--- src/rtl/uart_tx_framer.sv ---
// UART transmitter: one byte per valid/ready handshake, framed MSB first as
// start, 5-8 data bits, optional parity, 1-2 stop bits, with CTS/RTS flow control.
module uart_tx_framer #(
  parameter logic [7:0]  MODE         = 8'h00,
  parameter int unsigned DIV_OVERRIDE = 0
) (
  input  logic       Clock,
  input  logic       Reset,
  input  logic [7:0] DATA_IN,
  input  logic       DATA_VALID,
  output logic       DATA_READY,
  input  logic       CTS,
  output logic       TX,
  output logic       RTS,
  output logic       BUSY
);

  localparam int unsigned BaudDiv = (MODE[7:6] == 2'b00) ? 10416 :
                                    (MODE[7:6] == 2'b01) ? 5208  :
                                    (MODE[7:6] == 2'b10) ? 2604  : 868;
  localparam int unsigned Div      = (DIV_OVERRIDE != 0) ? DIV_OVERRIDE : BaudDiv;
  localparam logic [15:0] DivM1    = 16'(Div - 1);
  localparam int unsigned NBits    = 5 + {30'd0, MODE[3:2]};
  localparam logic [2:0]  LastBit  = 3'(NBits - 1);
  // Selects the N bits actually sent, counted down from bit 7.
  localparam logic [7:0]  DataMask = 8'(8'hFF << (8 - NBits));
  localparam logic        ParEn    = MODE[0];
  localparam logic        ParOdd   = MODE[1];
  localparam logic        OneStop  = MODE[5];

  typedef enum logic [2:0] {
    StIdle,
    StStart,
    StData,
    StParity,
    StStop1,
    StStop2
  } state_e;

  state_e      state_q, state_d;
  logic [15:0] cnt_q, cnt_d;
  logic [2:0]  idx_q, idx_d;
  logic [7:0]  shift_q, shift_d;
  logic        par_q, par_d;
  logic        tx_q, tx_d;
  logic        rts_q, rts_d;
  logic        busy_q, busy_d;
  logic        bit_end;

  assign DATA_READY = (state_q == StIdle) && CTS && !Reset;
  assign TX         = tx_q;
  assign RTS        = rts_q;
  assign BUSY       = busy_q;

  always_comb begin
    state_d = state_q;
    cnt_d   = cnt_q;
    idx_d   = idx_q;
    shift_d = shift_q;
    par_d   = par_q;
    bit_end = (cnt_q == DivM1);

    if (state_q != StIdle) begin
      cnt_d = bit_end ? 16'd0 : cnt_q + 16'd1;
    end

    case (state_q)
      StIdle: begin
        if (DATA_VALID && CTS) begin
          shift_d = DATA_IN;
          par_d   = (^(DATA_IN & DataMask)) ^ ParOdd;
          cnt_d   = 16'd0;
          idx_d   = 3'd0;
          state_d = StStart;
        end
      end
      StStart: begin
        if (bit_end) state_d = StData;
      end
      StData: begin
        if (bit_end) begin
          shift_d = {shift_q[6:0], 1'b0};
          if (idx_q == LastBit) begin
            state_d = ParEn ? StParity : StStop1;
          end else begin
            idx_d = idx_q + 3'd1;
          end
        end
      end
      StParity: begin
        if (bit_end) state_d = StStop1;
      end
      StStop1: begin
        if (bit_end) state_d = OneStop ? StIdle : StStop2;
      end
      StStop2: begin
        if (bit_end) state_d = StIdle;
      end
      default: state_d = StIdle;
    endcase

    // Outputs are registered, so they are derived from the next state.
    case (state_d)
      StStart:  tx_d = 1'b0;
      StData:   tx_d = shift_d[7];
      StParity: tx_d = par_d;
      default:  tx_d = 1'b1;
    endcase
    rts_d  = DATA_VALID | (state_q != StIdle);
    busy_d = (state_d != StIdle);
  end

  always_ff @(posedge Clock) begin
    if (Reset) begin
      state_q <= StIdle;
      cnt_q   <= 16'd0;
      idx_q   <= 3'd0;
      shift_q <= 8'd0;
      par_q   <= 1'b0;
      tx_q    <= 1'b1;
      rts_q   <= 1'b0;
      busy_q  <= 1'b0;
    end else begin
      state_q <= state_d;
      cnt_q   <= cnt_d;
      idx_q   <= idx_d;
      shift_q <= shift_d;
      par_q   <= par_d;
      tx_q    <= tx_d;
      rts_q   <= rts_d;
      busy_q  <= busy_d;
    end
  end

endmodule

--- config.mk ---
export PLATFORM = sky130hd
export DESIGN_NAME = uart_tx_framer
export DESIGN_NICKNAME = d
export VERILOG_FILES = /design/src/rtl/uart_tx_framer.sv
export SDC_FILE = /design/constraint.sdc
export NUM_CORES = 1
export LEC_CHECK = 0
export BUFFER_PORTS_ARGS = -buffer_cell sky130_fd_sc_hd__buf_2
export CAP_MARGIN = 40
export CELL_PAD_IN_SITES_DETAIL_PLACEMENT = 1
export CELL_PAD_IN_SITES_GLOBAL_PLACEMENT = 1
export CORE_MARGIN = 3
export CORE_UTILIZATION = 47
export DETAILED_ROUTE_END_ITERATION = 7
export PLACE_DENSITY = 0.84
export SETUP_SLACK_MARGIN = 0.2
export SYNTH_ARGS = -nofsm -noshare
export SYNTH_HDL_FRONTEND = slang
export SYNTH_SLANG_ARGS = --single-unit
--- constraint.sdc ---
create_clock -name Clock -period 2.66 [get_ports Clock]
set_input_delay 0.532 -clock Clock [delete_from_list [all_inputs] [get_ports Clock]]
set_output_delay 0.532 -clock Clock [all_outputs]
set_load 0.02 [all_outputs]
==> results.py, run 1 <==
metrics = {
    "sta": {
        "whs_ns": 0.497,
        "timing.final.crit_share_pct": 84.4,
        "worst_pin_slew_ns": 0.457,
        "relSlewSlack_pct": 69.5,
        "fin_crit_ns": 2.24,
        "rsz0062_at_grt": "no",
        "fmax_mhz": 446,
        "finalSetupTns_ns": 0,
        "setup_violations": 0,
        "fin_skew_ns": 0.00248,
        "slew_violations": 0,
        "finalHoldViolations": 0,
    },
    "drt": {
        "viasPerCell": 6.08,
        "drt_pass1_iterations": 5,
        "antenna_left": 0,
        "drtIter0Drc": 175,
        "wl_per_cell_um": 17.2,
        "drc_errors": 0,
        "via_count": 1617,
        "wirelength_um": 4570,
    },
    "final_layout": {
        "nNetsFinal": 236,
        "fillCellCount": 434,
        "area_growth_syn_to_layout_pct": 9.12,
        "multi_input_area_um2": 1000,
        "layout-drive-gt1-share_pct": 13.6,
        "ff_latch_area_um2": 681,
        "diodes": 0,
    },
    "logic_synthesis": {
        "syn-num-nets": 226,
        "yosysUniqueCellTypes": 44,
        "synth_seq_cells": 34,
        "netlist_area_um2": 1770,
        "ys_seq_area_share_pct": 38.5,
        "syn_inst": 211,
        "ys.warnings.count": 0,
        "syn_avg_cell_area_um2": 8.38,
    },
    "cts": {
        "hold_buffers": 0,
        "cts.path.max_buffers": 2,
        "htree_levels": 2,
        "cts_tree": "built",
        "worstSkewPairLatency_ns": 0.28,
        "clk_pin_slew_worst_paths_ns": 0.06,
        "cts-resized-gates": 0,
        "cts_buffers": 5,
        "clock-root-buffer": "clkbuf_8",
        "cts_sinks": 34,
        "postCtsSetupRepairBufs": 0,
    },
    "critical_path": {
        "end_kind": "output pin",
        "cp.required_ns": 2.13,
        "crit_path_start_kind": "register",
        "reg2reg_slack_ns": 0.60,
        "critical_path_class": "reg2out",
        "cp_data_arrival_time_ns": 1.71,
        "cp_max_fo": 12,
    },
    "floorplanning": {
        "dieArea_um2": 4540,
        "rows": 21,
        "core_um2": 3470,
        "die_y_um": 67.4,
        "die_width_um": 67.4,
        "num_io_pins": 16,
        "initial_core_util_pct": 51.0,
    },
    "global_routing": {
        "grt_pass1_vias": 1716,
        "antenna_found_initial": 0,
        "grt-ovfl-total": 0,
        "grt_usage_pct": 23.0,
        "grt_max_degree": 36,
        "grt_pass1_wl_um": 7730,
    },
    "placement": {
        "io_buffers": 15,
        "routabilityCongestion": 0.806,
        "dp.final_hpwl_um": 3330,
    },
    "power_and_ir_drop": {
        "power.density_nw_per_um2": 534,
        "ir_worst_vdd_mv": 0.311,
        "power_leakage_nw": 0.712,
    },
    "status": {
        "outcome": "completed",
    },
    "flow_run": {
        "maxCapViolCount": 0,
    },
    "worst_hold_path": {
        "worstHoldPathType": "in2reg",
    },
}
-- critical path, stage by stage (launching register included) --
cell and delay, ns:
dfxtp_1 0.44, or3_1 0.54, nor3b_1 0.25, buf_2 0.20
-- placed cells by master, fill, tap and decap left out, drive strengths merged, types with 2 or more instances in the layout --
master / netlist / routed
a211oi: 3 / 3
a21oi: 17 / 17
nand3b: 6 / 6
xnor2: 5 / 5
nor3: 7 / 7
and3: 4 / 4
dfxtp: 34 / 34
inv: 2 / 2
nor4b: 2 / 2
clkbuf: 5 / 6
nand3: 8 / 8
o21ai: 9 / 9
ha: 3 / 3
nand2b: 2 / 2
a311oi: 5 / 5
mux2i: 2 / 2
a21o: 4 / 4
and4: 2 / 2
a31oi: 4 / 4
buf: 10 / 18
a222oi: 6 / 6
nand4: 4 / 4
a22oi: 2 / 2
nand2: 17 / 17
and2: 6 / 6
nor2: 31 / 31
-- sequential cells by signal, summed over array words and instances, names as in the netlist --
signal / count
cnt_q: 16
RTS: 1
shift_q: 8
par_q: 1
idx_q: 3
TX: 1
state_q: 3
BUSY: 1
-- through the flow --
step	area [um^2]	worst slack [ns]	std cells	util, %	total power, mW
after floorplan	1770	0.676	211	-	0.629
after global placement	1850	0.737	260	53.3	0.661
after detailed placement	1850	0.609	260	53.3	0.667
after CTS	1930	0.426	266	55.7	1.04
after global routing	1930	0.343	266	55.7	1.07
final	1930	0.415	266	55.7	1.03
-- layout make-up --
class | count | area share [%]
clock buffers | 6 | 4.28
inverters | 2 | 0.389
multi-input cells | 160 | 52.0
flip-flops and latches | 34 | 35.3
well taps | 46 | 2.98
repair buffers | 18 | 5.06
-- routing by layer --
layer | wire length (um) | vias up | share of wire, % | GRT usage (%)
li1 | - | 789 | - | -
met1 | 2110 | 789 | 46 | 27.6
met2 | 2200 | 31 | 48 | 40.1
met3 | 193 | 8 | 4.2 | 5.49
met4 | 61 | 0 | 1.3 | 7.34
met5 | 0 | - | 0 | 0
-- logic make-up (layout without fill, tap and decap cells) --
| group | after synthesis | count (layout) | synth area share (%) |
|---|---|---|---|
| buf+inv | 17 | 26 | 4.74 |
| flops | 34 | 34 | 38.5 |
| simple gates | 95 | 95 | 29.3 |
| fa+ha+maj | 3 | 3 | 2.12 |
| xor+xnor | 6 | 6 | 2.97 |
| compound gates | 54 | 54 | 20.5 |
| mux | 2 | 2 | 1.84 |
-- final timing paths --
kind                                                 to                  start  depth (start not counted)
worst max register to register            TX$_SDFF_PP1_    cnt_q[0]$_SDFF_PP0_                          7
worst min register to register     cnt_q[15]$_SDFF_PP0_   cnt_q[15]$_SDFF_PP0_                          1
worst max-delay path                         DATA_READY  state_q[1]$_SDFF_PP0_                          3
worst min-delay path            shift_q[0]$_SDFFE_PP0P_             DATA_IN[0]                          3
-- power breakdown --
part	switching, mW	total, mW	internal, mW	leakage, nW
logic	0.0771	0.124	0.0466	0.393
registers	0.00986	0.533	0.524	0.276
clock network	0.174	0.374	0.199	0.0431
-- synthesized netlist by cell type --
cell type | n | area, um^2
buf_4 | 1 | 7.51
nand2_1 | 16 | 60.1
xnor2_1 | 5 | 43.8
o21bai_1 | 1 | 7.51
nor4b_2 | 1 | 15.0
nor4_1 | 1 | 6.26
a31oi_1 | 4 | 25.0
nand4_1 | 3 | 18.8
a21oi_1 | 17 | 85.1
buf_1 | 1 | 3.75
nor3_1 | 7 | 35.0
nand4_2 | 1 | 12.5
buf_6 | 1 | 11.3
a211oi_1 | 3 | 22.5
or2_2 | 1 | 6.26
and4b_1 | 1 | 10.0
and4_1 | 2 | 17.5
a22oi_1 | 2 | 15.0
a41o_1 | 1 | 10.0
and2_1 | 6 | 37.5
mux2i_1 | 1 | 10.0
ha_1 | 3 | 37.5
nand2_4 | 1 | 11.3
nor3b_1 | 1 | 7.51
inv_1 | 2 | 7.51
nand2b_1 | 2 | 12.5
mux2i_4 | 1 | 22.5
nand3_1 | 8 | 40.0
or3_1 | 1 | 6.26
a31o_1 | 1 | 8.76
dfxtp_1 | 34 | 681
a21o_1 | 4 | 30.0
xor2_1 | 1 | 8.76
a311oi_1 | 5 | 43.8
and4bb_1 | 1 | 12.5
o21ai_0 | 9 | 45.0
nor4b_4 | 1 | 23.8
nor2_1 | 31 | 116
buf_2 | 7 | 35.0
clkbuf_1 | 5 | 18.8
and3_1 | 4 | 25.0
a222oi_1 | 6 | 60.1
nand3b_1 | 6 | 45.0
o211a_1 | 1 | 10.0
(Power assumes the default switching activity.)
==> run 2, diff against run 1 <==
CORE_UTILIZATION = 40   (was 47)
PLACE_DENSITY = 0.76   (was 0.84)
clock period = 1.8 ns   (was 2.66 ns; I/O delays follow)
==> results.py, run 2 (same netlist as run 1, synthesis figures left out) <==
metrics = {
    "final_layout": {
        "fillCellCount": 463,
        "diodes": 0,
        "reg.largest.list": "cnt_q (16), shift_q (8)",
        "area_growth_syn_to_layout_pct": 45.3,
        "instances_no_fill": 313,
        "largest_reg_flops": 16,
        "layout-drive-gt1-share_pct": 45.2,
        "nNetsFinal": 277,
        "top_register": "cnt_q",
        "layout_commonest_cell": "buf_4",
        "mostFrequentLayoutCells": "36 x buf_4, 26 x nor2_1, 24 x dfxtp_1, 15 x nand2_1, 14 x buf_2",
    },
    "cts": {
        "hold_buffers": 0,
        "clk_pin_slew_worst_paths_ns": 0.08,
        "cts_tree": "built",
        "worstSkewPairLatency_ns": 0.30,
        "cts_buffers": 5,
        "clock-root-buffer": "clkbuf_8",
        "cts_sinks": 34,
        "cts.path.max_buffers": 2,
        "htree_levels": 2,
    },
    "drt": {
        "drc_errors": 0,
        "viasPerCell": 6.01,
        "antenna_left": 0,
        "drtIter0Drc": 155,
        "wl_per_cell_um": 21.2,
        "via_count": 1882,
        "drt_pass1_iterations": 4,
        "wirelength_um": 6650,
    },
    "placement": {
        "dp.final_hpwl_um": 3800,
        "io_buffers": 15,
        "dp_slack_ns": -0.0884,
        "routabilityCongestion": 0.847,
        "dp.cells": 290,
    },
    "power_and_ir_drop": {
        "seq_power_share_pct": 46.1,
        "p_total_mw": 1.71,
        "ir_worst_vdd_mv": 0.432,
        "p_int_mw": 1.22,
        "power_leakage_nw": 0.976,
        "comb_power_share_pct": 18.1,
        "swShare_pct": 28.5,
        "power.density_nw_per_um2": 664,
        "p_clk_share_pct": 35.8,
        "p_sw_uw": 486,
    },
    "sta": {
        "fin_skew_ns": 0.0121,
        "fmax_mhz": 528,
        "setup_violations": 11,
        "rsz0062_at_grt": "yes",
        "finalHoldViolations": 0,
        "worst_pin_slew_ns": 0.351,
        "timing.final.crit_share_pct": 105,
        "finalWorstSetupSlack_ns": -0.0951,
        "relSlewSlack_pct": 76.6,
        "slew_violations": 0,
        "fin_crit_ns": 1.90,
    },
    "floorplanning": {
        "core_um2": 4140,
        "num_io_pins": 16,
        "dieArea_um2": 5260,
        "die_y_um": 72.5,
        "rows": 23,
        "die_width_um": 72.5,
        "initial_core_util_pct": 42.7,
    },
    "critical_path": {
        "critical_path_class": "reg2reg",
        "crit_path_start_kind": "register",
        "cp_max_fo": 4,
        "cp_data_arrival_time_ns": 2.09,
        "cp.required_ns": 1.99,
        "end_kind": "register",
    },
    "global_routing": {
        "grt_max_degree": 21,
        "antenna_found_initial": 0,
        "grt-ovfl-total": 0,
        "grt_usage_pct": 24.2,
        "grt_pass1_wl_um": 9870,
        "grt_pass1_vias": 1922,
    },
    "status": {
        "outcome": "finished, violations left",
        "violations": "setup timing",
    },
    "flow_run": {
        "maxCapViolCount": 0,
    },
    "worst_hold_path": {
        "worstHoldPathType": "in2reg",
    },
}
## run 2: metrics by stage
step	util, %	TNS, ns	area (um^2)	hold WS, ns
floorplan	-	0	1840	0.440
global placement	50.8	0	2100	0.460
detailed placement	50.8	-0.302	2100	0.472
CTS	58.4	-0.0129	2420	0.306
global route	62.0	-1.68	2570	0.348
finish	62.0	-0.505	2570	0.312
## run 2: critical path, stage by stage (launching register included)
cell and delay (ns):
dfxtp_1 0.34, inv_1 0.09, ha_1 0.28, a21oi_1 0.35, o21ai_0 0.17, a21o_1 0.23
nand3b_1 0.17, a21o_1 0.17
## run 2: worst paths after layout
check,from,to,slack [ns],depth (start not counted)
worst min-delay path,DATA_IN[0],shift_q[0]$_SDFFE_PP0P_,0.31,3
worst max register to register,idx_q[0]$_SDFFE_PP0P_,TX$_SDFF_PP1_,-0.1,7
worst min register to register,cnt_q[14]$_SDFF_PP0_,cnt_q[14]$_SDFF_PP0_,0.50,1
worst max-delay path,idx_q[0]$_SDFFE_PP0P_,TX$_SDFF_PP1_,-0.1,7
## run 2: timing repair
item / CTS / global route
setup endpoints to repair: 30 / 34
pin swaps: 13 / 18
setup buffers: 10 / 5
gates resized for setup: 41 / 26
## run 2: layer usage
| layer | up-vias | global-route usage (%) | share of wire, % |
|---|---|---|---|
| met5 | - | 0 | 0 |
| met4 | 0 | 7.17 | 2.2 |
| met3 | 12 | 4.43 | 4.0 |
| met2 | 48 | 42.1 | 51 |
| met1 | 947 | 30.3 | 42 |
| li1 | 875 | - | - |
## run 2: power groups by stage
stage / clock [mW] / sequential (mW) / combinational, mW
floorplan: 0 / 0.806 / 0.136
CTS: 0.611 / 0.785 / 0.265
finish: 0.610 / 0.787 / 0.309
global placement: 0 / 0.802 / 0.215
global route: 0.645 / 0.788 / 0.334
detailed placement: 0 / 0.803 / 0.224
## run 2: layout make-up
type                            count  area (um^2)  share of cell area, %
Timing Repair Buffer               59          442                   17.2
Sequential cell                    34          693                   27.0
Clock buffer                        7         86.3                   3.36
Clock inverter                      1         5.00                  0.195
Tap cell                           50         62.6                   2.43
Inverter                            2         7.51                  0.292
Multi-Input combinational cell    160         1270                   49.6
